### config.mk
export PLATFORM = sky130hd
export DESIGN_NAME = ssd1306_spi_sequencer
export DESIGN_NICKNAME = d
export VERILOG_FILES = /design/src/rtl/ssd1306_seq_pkg.sv /design/src/rtl/ssd1306_spi_sequencer.sv
export SDC_FILE = /design/constraint.sdc
export NUM_CORES = 1
export LEC_CHECK = 0
export BUFFER_PORTS_ARGS = -buffer_cell sky130_fd_sc_hd__buf_2
export CAP_MARGIN = 20
export CORE_MARGIN = 2
export CORE_UTILIZATION = 44
export CTS_BUF_LIST = sky130_fd_sc_hd__clkbuf_2
export DETAILED_ROUTE_END_ITERATION = 8
export GPL_ROUTABILITY_DRIVEN = 0
export PLACE_DENSITY = 0.7
export SLEW_MARGIN = 10
export SYNTH_ARGS = -nofsm -noshare
export SYNTH_HDL_FRONTEND = slang
export SYNTH_SLANG_ARGS = --single-unit
### constraint.sdc
create_clock -name clk_in -period 2.9 [get_ports clk_in]
set_input_delay 0.29 -clock clk_in [delete_from_list [all_inputs] [get_ports clk_in]]
set_output_delay 0.29 -clock clk_in [all_outputs]
set_load 0.005 [all_outputs]
### src/rtl/ssd1306_seq_pkg.sv
// Shared definitions for the SSD1306 SPI sequencer.
//   seq_state_t : sequencer FSM state encoding
//   INIT_TABLE  : power-up command table, element 0 is sent first
//   INIT_LEN    : number of entries in INIT_TABLE
//   DC_CMD/DC_DATA : D/C line encoding
// Optional feature macro: SSD1306_INIT_SEQ_EN adds the ST_INIT state.
package ssd1306_seq_pkg;

`ifdef SSD1306_INIT_SEQ_EN
  typedef enum logic [2:0] {
    ST_IDLE, ST_CS_SETUP, ST_LOAD, ST_SHIFT, ST_CS_HOLD, ST_CS_IDLE, ST_INIT
  } seq_state_t;
`else
  typedef enum logic [2:0] {
    ST_IDLE, ST_CS_SETUP, ST_LOAD, ST_SHIFT, ST_CS_HOLD, ST_CS_IDLE
  } seq_state_t;
`endif

  localparam int INIT_LEN = 6;

  // Display off, charge pump on, horizontal addressing, display on.
  // Concatenation is written last-to-first so that INIT_TABLE[0] = 0xAE.
  localparam logic [INIT_LEN-1:0][7:0] INIT_TABLE = {
    8'hAF, 8'h00, 8'h20, 8'h14, 8'h8D, 8'hAE
  };

  localparam logic DC_CMD  = 1'b0;
  localparam logic DC_DATA = 1'b1;

endpackage

### src/rtl/ssd1306_spi_sequencer.sv
// Sequences an external 8-bit serializer into SSD1306 SPI write bursts.
// Optional feature macro: SSD1306_INIT_SEQ_EN (sends the power-up command
// table as one burst after reset before accepting upstream bytes).
// Ports:
//   clk_in, reset_n_in          : clock, async active-low reset
//   byte_valid_in/data_in/dc_in : upstream byte, accepted with byte_ready_out
//   sr_start_out, sr_data_out   : start pulse and word to the serializer
//   sr_ready_in                 : serializer idle
//   cs_n_out, dc_out            : OLED chip select and D/C lines
//   busy_out, init_done_out     : status
//
// state       | meaning
// ST_IDLE     | cs high, ready for a new burst
// ST_INIT     | load first init-table byte, open the init burst
// ST_CS_SETUP | cs low, waiting CS_SETUP_CYCLES before first start
// ST_LOAD     | waiting for serializer ready, issue one start pulse
// ST_SHIFT    | serializer busy; completion cycle offers next accept
// ST_CS_HOLD  | cs low for CS_HOLD_CYCLES after the last byte
// ST_CS_IDLE  | cs high for CS_IDLE_CYCLES before returning to idle
module ssd1306_spi_sequencer
  import ssd1306_seq_pkg::*;
#(
  parameter int WIDTH           = 8,
  parameter int CS_SETUP_CYCLES = 1,
  parameter int CS_HOLD_CYCLES  = 1,
  parameter int CS_IDLE_CYCLES  = 1
) (
  input  logic             clk_in,
  input  logic             reset_n_in,
  input  logic             byte_valid_in,
  input  logic [WIDTH-1:0] byte_data_in,
  input  logic             byte_dc_in,
  output logic             byte_ready_out,
  output logic             sr_start_out,
  output logic [WIDTH-1:0] sr_data_out,
  input  logic             sr_ready_in,
  output logic             cs_n_out,
  output logic             dc_out,
  output logic             busy_out,
  output logic             init_done_out
);

  localparam int MAX_SH = (CS_SETUP_CYCLES > CS_HOLD_CYCLES) ? CS_SETUP_CYCLES : CS_HOLD_CYCLES;
  localparam int MAX_CYCLES = (MAX_SH > CS_IDLE_CYCLES) ? MAX_SH : CS_IDLE_CYCLES;
  localparam int CNT_W = $clog2(MAX_CYCLES + 1);
  localparam logic [CNT_W-1:0] SETUP_LD = CNT_W'(CS_SETUP_CYCLES - 1);
  localparam logic [CNT_W-1:0] HOLD_LD  = CNT_W'(CS_HOLD_CYCLES - 1);
  localparam logic [CNT_W-1:0] IDLE_LD  = CNT_W'(CS_IDLE_CYCLES - 1);

  seq_state_t       state_q, state_d;
  logic [CNT_W-1:0] cnt_q, cnt_d;
  logic             seen_busy_q, seen_busy_d;
  logic             cmpl_q, cmpl_d;
  logic             init_done_q, init_done_d;
  logic             cs_n_d, dc_d, sr_start_d, byte_ready_d, busy_d;
  logic [WIDTH-1:0] sr_data_d;
  logic             accept;
  logic             ready_en;

`ifdef SSD1306_INIT_SEQ_EN
  localparam int IDX_W = $clog2(INIT_LEN + 1);
  localparam logic [IDX_W-1:0] IDX_END = IDX_W'(INIT_LEN);
  logic [IDX_W-1:0] idx_q, idx_d;
  assign ready_en = init_done_q;
`else
  assign ready_en = 1'b1;
`endif

  assign accept        = byte_valid_in & byte_ready_out;
  assign init_done_out = init_done_q;

  always_comb begin
    state_d      = state_q;
    cnt_d        = cnt_q;
    seen_busy_d  = seen_busy_q;
    cmpl_d       = 1'b0;
    cs_n_d       = cs_n_out;
    dc_d         = dc_out;
    sr_start_d   = 1'b0;
    sr_data_d    = sr_data_out;
    byte_ready_d = 1'b0;
`ifdef SSD1306_INIT_SEQ_EN
    init_done_d  = init_done_q;
    idx_d        = idx_q;
`else
    init_done_d  = 1'b1;
`endif
    case (state_q)
      ST_IDLE: begin
`ifdef SSD1306_INIT_SEQ_EN
        if (!init_done_q) state_d = ST_INIT;
        else
`endif
        if (accept) begin
          state_d   = ST_CS_SETUP;
          cnt_d     = SETUP_LD;
          cs_n_d    = 1'b0;
          dc_d      = byte_dc_in;
          sr_data_d = byte_data_in;
        end else begin
          byte_ready_d = ready_en;
        end
      end
`ifdef SSD1306_INIT_SEQ_EN
      ST_INIT: begin
        state_d   = ST_CS_SETUP;
        cnt_d     = SETUP_LD;
        cs_n_d    = 1'b0;
        dc_d      = DC_CMD;
        sr_data_d = WIDTH'(INIT_TABLE[0]);
        idx_d     = IDX_W'(1);
      end
`endif
      ST_CS_SETUP: begin
        // The start pulse is registered, so the ready decision is made
        // on the way into LOAD to hit the first LOAD cycle.
        if (cnt_q == '0) begin
          state_d    = ST_LOAD;
          sr_start_d = sr_ready_in;
        end else begin
          cnt_d = cnt_q - CNT_W'(1);
        end
      end
      ST_LOAD: begin
        if (sr_start_out) begin
          state_d     = ST_SHIFT;
          seen_busy_d = 1'b0;
        end else if (sr_ready_in) begin
          sr_start_d = 1'b1;
        end
      end
      ST_SHIFT: begin
        if (cmpl_q) begin
          // Completion cycle: byte_ready_out is high here (outside init).
`ifdef SSD1306_INIT_SEQ_EN
          if (!init_done_q && idx_q != IDX_END) begin
            state_d    = ST_LOAD;
            sr_data_d  = WIDTH'(INIT_TABLE[idx_q]);
            idx_d      = idx_q + IDX_W'(1);
            sr_start_d = sr_ready_in;
          end else
`endif
          if (accept) begin
            state_d    = ST_LOAD;
            dc_d       = byte_dc_in;
            sr_data_d  = byte_data_in;
            sr_start_d = sr_ready_in;
          end else begin
            state_d = ST_CS_HOLD;
            cnt_d   = HOLD_LD;
          end
        end else if (!sr_ready_in) begin
          seen_busy_d = 1'b1;
        end else if (seen_busy_q) begin
          cmpl_d       = 1'b1;
          byte_ready_d = ready_en;
        end
      end
      ST_CS_HOLD: begin
        if (cnt_q == '0) begin
          state_d     = ST_CS_IDLE;
          cnt_d       = IDLE_LD;
          cs_n_d      = 1'b1;
          init_done_d = 1'b1;
        end else begin
          cnt_d = cnt_q - CNT_W'(1);
        end
      end
      ST_CS_IDLE: begin
        if (cnt_q == '0) begin
          state_d      = ST_IDLE;
          byte_ready_d = ready_en;
        end else begin
          cnt_d = cnt_q - CNT_W'(1);
        end
      end
      default: state_d = ST_IDLE;
    endcase
    busy_d = (state_d != ST_IDLE);
  end

  always_ff @(posedge clk_in or negedge reset_n_in) begin
    if (!reset_n_in) begin
      state_q        <= ST_IDLE;
      cnt_q          <= '0;
      seen_busy_q    <= 1'b0;
      cmpl_q         <= 1'b0;
      init_done_q    <= 1'b0;
      cs_n_out       <= 1'b1;
      dc_out         <= DC_CMD;
      sr_start_out   <= 1'b0;
      sr_data_out    <= '0;
      byte_ready_out <= 1'b0;
      busy_out       <= 1'b0;
`ifdef SSD1306_INIT_SEQ_EN
      idx_q          <= '0;
`endif
    end else begin
      state_q        <= state_d;
      cnt_q          <= cnt_d;
      seen_busy_q    <= seen_busy_d;
      cmpl_q         <= cmpl_d;
      init_done_q    <= init_done_d;
      cs_n_out       <= cs_n_d;
      dc_out         <= dc_d;
      sr_start_out   <= sr_start_d;
      sr_data_out    <= sr_data_d;
      byte_ready_out <= byte_ready_d;
      busy_out       <= busy_d;
`ifdef SSD1306_INIT_SEQ_EN
      idx_q          <= idx_d;
`endif
    end
  end

endmodule

# Yosys cells after proc, flatten, opt, wreduce, memory -nomap -nowiden

Index checks and enable logic that the tools add are counted.

Add/sub/neg operators: 1
Multipliers: 0
Divide/modulo/power cells: 0
$lt $le $gt $ge: 0
Eq/ne operators: 12
Shift operators: 0
Muxes and demuxes: 38
Bitwise operators: 1
Reductions and logical operators: 11

Operators by type and width:

| operator                                                        | count |
|---|---|
| 1-bit two-way mux                                               | 21 |
| 3-bit two-way mux                                               | 7 |
| 3-bit case mux with 6 select lines                              | 1 |
| 8-bit two-way mux                                               | 2 |
| 8-bit case mux with 2 select lines                              | 1 |
| 2-bit != test, second input constant                            | 7 |
| 1-bit case mux with 3 select lines                              | 3 |
| 4-bit AND reduction                                             | 2 |
| 3-bit by 2-bit == test with 1-bit output, second input constant | 2 |
| 3-bit == test, second input constant                            | 2 |
| 1-bit case mux with 2 select lines                              | 3 |
| 2-bit nonzero test                                              | 3 |
| 3-bit nonzero test                                              | 2 |
| 3-bit by 1-bit == test with 1-bit output, second input constant | 1 |
| 3-bit logical NOT                                               | 1 |
| 3-bit AND reduction                                             | 1 |
| 3-bit OR reduction                                              | 1 |
| 2-bit AND reduction                                             | 1 |
| 1-bit AND                                                       | 1 |
| 1-bit subtractor, second input constant                         | 1 |

Register bits: 20
Latch bits: 0
Bits in writable memories: 0
Bits in read-only memories: 0
Input port bits: 13
Output and inout port bits: 14
Word-level logic and storage cells: 74
Memories kept: 0

# Longest topological paths before layout

Depth after elaboration: 5
Depth in mapped cells: 4
Mapped depth without buffers: 3

# Least setup slack after synthesis

No wires, ideal clock.

Path type: register -> register
Start point: register state_q[0]
End point: register dc_out
Library setup time: 125 ps
Data arrival time: 1502 ps
Data required time: 2775 ps
Setup slack: 1273 ps
Stages on the path, launching flop included: 5
Buffers on the path: 1
Clock period less this slack: 1627 ps
Cells stage by stage: dfrtp_1 -> buf_6 -> or2_4 -> a211oi_4 -> mux2_2

Longest elaborated chain between the ends: 3
Elaborated cells on any way between the ends: 6
Those cells by class: 2 x eq/ne; 1 x mux; 3 x reduce/logical

Ends and longest elaborated chain:

| what                                                                                 | RTL line                     | source |
|---|---|---|
| start: declaration                                                                   | ssd1306_spi_sequencer.sv:50  | `seq_state_t state_q, state_d;` |
| start signal: assignment                                                             | ssd1306_spi_sequencer.sv:199 | `state_q <= state_d;` |
| 3-bit by 2-bit == test with 1-bit output / 3-bit logical NOT (equally long branches) | ssd1306_spi_sequencer.sv:88  | `case (state_q)` |
| 2-bit != test (no source line) / 2-bit nonzero test (equally long branches)          | -                            |  |
| 2-bit AND reduction (no source line)                                                 | -                            |  |
| end signal: assignment                                                               | ssd1306_spi_sequencer.sv:190 | `dc_out <= DC_CMD;` |
| end signal: assignment                                                               | ssd1306_spi_sequencer.sv:205 | `dc_out <= dc_d;` |
| end: declaration                                                                     | ssd1306_spi_sequencer.sv:38  | `output logic dc_out,` |

Several ways; a longest one is shown, not always the timed one.
A chain may end at the register's enable or synchronous reset.

# Worst setup path in the final report

Start point: register state_q[0]
End point: register sr_data_out[1]

Longest elaborated chain between the ends: 3
Elaborated cells on any way between the ends: 6
Those cells by class: 2 x eq/ne; 1 x mux; 3 x reduce/logical

Ends and longest elaborated chain:

| what                                                                                 | RTL line                     | source |
|---|---|---|
| 3-bit by 2-bit == test with 1-bit output / 3-bit logical NOT (equally long branches) | ssd1306_spi_sequencer.sv:88  |  |
| 2-bit != test (no source line) / 2-bit nonzero test (equally long branches)          | -                            |  |
| 2-bit AND reduction (no source line)                                                 | -                            |  |
| end signal: assignment                                                               | ssd1306_spi_sequencer.sv:207 | `sr_data_out <= sr_data_d;` |
| end: declaration                                                                     | ssd1306_spi_sequencer.sv:35  | `output logic [WIDTH-1:0] sr_data_out,` |

Several ways; a longest one is shown, not always the timed one.

==> results.ini <==
[run_status]
status=finished, final reports clean

[pwr]
power_frac_comb_pct=34.3
p_sw_share_pct=34.0
pwr-share-clk_pct=12.7
intPower_uw=579
ir_drop_mv=0.416
p_leak_uw=0.000469
power_density_mw_per_mm2=897
p_sw_uw=298
seqPwrFrac_pct=53.0

[global_routing]
grt.overflow.total=0
antenna_found_initial=0
grt_pass1_wl_mm=2.14
grt_usage_pct=13.8
grt_max_degree=20
grt_pass1_vias=500

[timing]
fmax_ghz=0.565
setup_slack_ps=1130
slew_viol_final=0
min_period_ps=1770
period_share_pct=61.0
fin_setup_tns_ps=0
skew_ps=12.0
finalHoldViolations=0
rsz0062_at_grt=false
setup_viol=0

[route]
via_per_inst=4.93
drt_iter0_drc=7
drc=0
drt_pre_antenna_iters=2
vias=591
wirelength_mm=1.37
wire_per_inst_um=11.4
ant_nets=0

[setup_path]
required_ps=3110
cpLargestDelayFamily=flip-flops
crit_type=reg2reg
critPathBufInv=0
cp.arrival_ps=1980
critical_path.endpoint_type=flop
r2r_cells=3
slowest_stage=dfrtp_1
timing.rr.start=state_q[0]
crit_path_start_kind=flop
reg2reg_slack_ps=1130
slowest_delay_ps=540
r2r-end=sr_data_out[1]
worstPathMaxFanout=10
path_cells=nand3_1 -> a211oi_4 -> mux2_2

[clock_network]
tritoncts=yes
clock-sinks=19
htreeDepth=1
clock_path_buffers=2
cts_root_buffer=clkbuf_2
worstSkewPairLatency_ps=300
clkSlewWorstSetupHoldPaths_ps=190
cts_buffers=3
ctsResizeCount=0

[final_layout]
fin_cells=120
nFillCells=164
multiInputGateArea_um2=303
diodes=0
drive_above_1_share_pct=44.2
regArea_um2=477
area_growth_pct=21.2
fin_nets=109

[floorplan]
die_x_um=46.8
coreArea_mm2=0.00173
start_util_pct=46.7
ios=27
die_h_um=46.8
die_area_mm2=0.00219
rows=15

[yosys]
syn_avg_cell_area_um2=12.0
ys_seq_area_share_pct=59.1
yosys.cell_types.count=26
syn_inst=67
ys_ff_latch=19
synth_edf_count=0
async_flop_share_pct=100
yosysMostFrequentCell=dfrtp_1
yosys_warnings=0
synth_common_cells=dfrtp_1, mux2_2, o21ai_0, nand2_1, nor2_1
netlist_area_um2=807
synth_ff_type=dfrtp_1
yosys.area.top_type=dfrtp_1
synth_nets=80
yosysTopAreaCellShare_pct=55.8
ys_top_cells_by_area=dfrtp_1, mux2_2, o21ai_0

[min_path]
hold_depth=2
hold_class=in2reg
whs_endpoint=sr_data_out[3]
min_from=byte_data_in[3]

[place]
dp_hpwl_um=991
dp_cells=115
dp_slack_ps=1120
numPortBuffers=26

[job]
drv_cap=0

## cells in the final DEF (no fill, tap or decap)
cell type,instances
nand2_1,5
a211oi_1,1
buf_2,26
or2_4,1
mux2_2,9
a31oi_1,1
a21oi_1,2
a211oi_4,1
nor2b_1,2
o31ai_1,1
nand3_1,2
or3_1,1
clkinv_2,1
or2b_1,1
dlygate4sd3_1,1
dfrtp_1,18
and2_1,1
nor4b_1,1
o22ai_1,1
dfstp_2,1
nor2_1,3
clkbuf_2,3
conb_1,1
nor3_1,2
o21ai_0,6
inv_1,2
mux2i_1,1
## worst max path at each step
stage                     startpoint             end  slack (ps)  cells after the start
final                     state_q[0]  sr_data_out[1]        1130                      3
after global routing      state_q[0]  sr_data_out[1]        1050                      3
after CTS                 state_q[0]  sr_data_out[1]        1130                      3
after detailed placement  state_q[0]  sr_data_out[1]        1120                      3
after global placement    state_q[0]  sr_data_out[0]        1170                      3
after floorplan           state_q[0]          dc_out        1270                      4
## sequential cells by signal (all words and copies together) (netlist names)
register / cells
cmpl_q: 1
cs_n_out: 1
dc_out: 1
byte_ready_out: 1
sr_data_out: 8
busy_out: 1
sr_start_out: 1
state_q: 3
init_done_out: 1
seen_busy_q: 1
## timing repair
action                                 CTS  global route
buffers inserted                         0             0
hold buffers                             1             0
endpoints found under the hold margin   18             0
## kinds of logic (layout without fill, tap and decap cells)
family | after synthesis | in the layout | synth area share, %
buf+inv | 5 | 33 | 3.41
compound gates | 13 | 13 | 10.9
mux | 10 | 10 | 13.8
other cells | 1 | 1 | 0.465
flops | 19 | 19 | 59.1
simple gates | 19 | 19 | 12.4
## stage by stage
stage / total power (uW) / hold WS [ps] / cell area (um^2) / util (%)
after floorplan: 661 / -5.59 / 807 / -
after global placement: 766 / 246 / 948 / 54.9
after detailed placement: 773 / 249 / 948 / 54.9
after CTS: 890 / 183 / 978 / 56.7
after global routing: 953 / 160 / 978 / 56.7
final: 878 / 202 / 978 / 56.7
## final cells by class
cell class                 count  share of cell area (%)
clock buffer                   3                    1.53
sequential                    19                    48.7
timing repair buffer          27                    14.3
inverter                       2                   0.767
tap                           25                    3.20
clock inverter                 1                   0.512
multi-input combinational     43                    30.9
## power groups by stage
stage          clock network [uW]  logic, uW  registers (uW)
3_5_place_dp                    0        304             469
3_3_place_gp                    0        298             468
4_1_cts                       119        305             465
2_1_floorplan                   0        211             450
5_1_grt                       130        341             482
6_report                      112        301             465
## routing by layer
layer | track usage [%] | up-vias | routed length, um | share of wire, %
met2 | 20.0 | 12 | 692 | 51
li1 | - | 290 | - | -
met4 | 6.67 | 0 | 10 | 0.73
met5 | 0 | - | 0 | 0
met3 | 3.46 | 2 | 52 | 3.8
met1 | 19.3 | 287 | 612 | 45
Power figures use the tool's default switching activity.
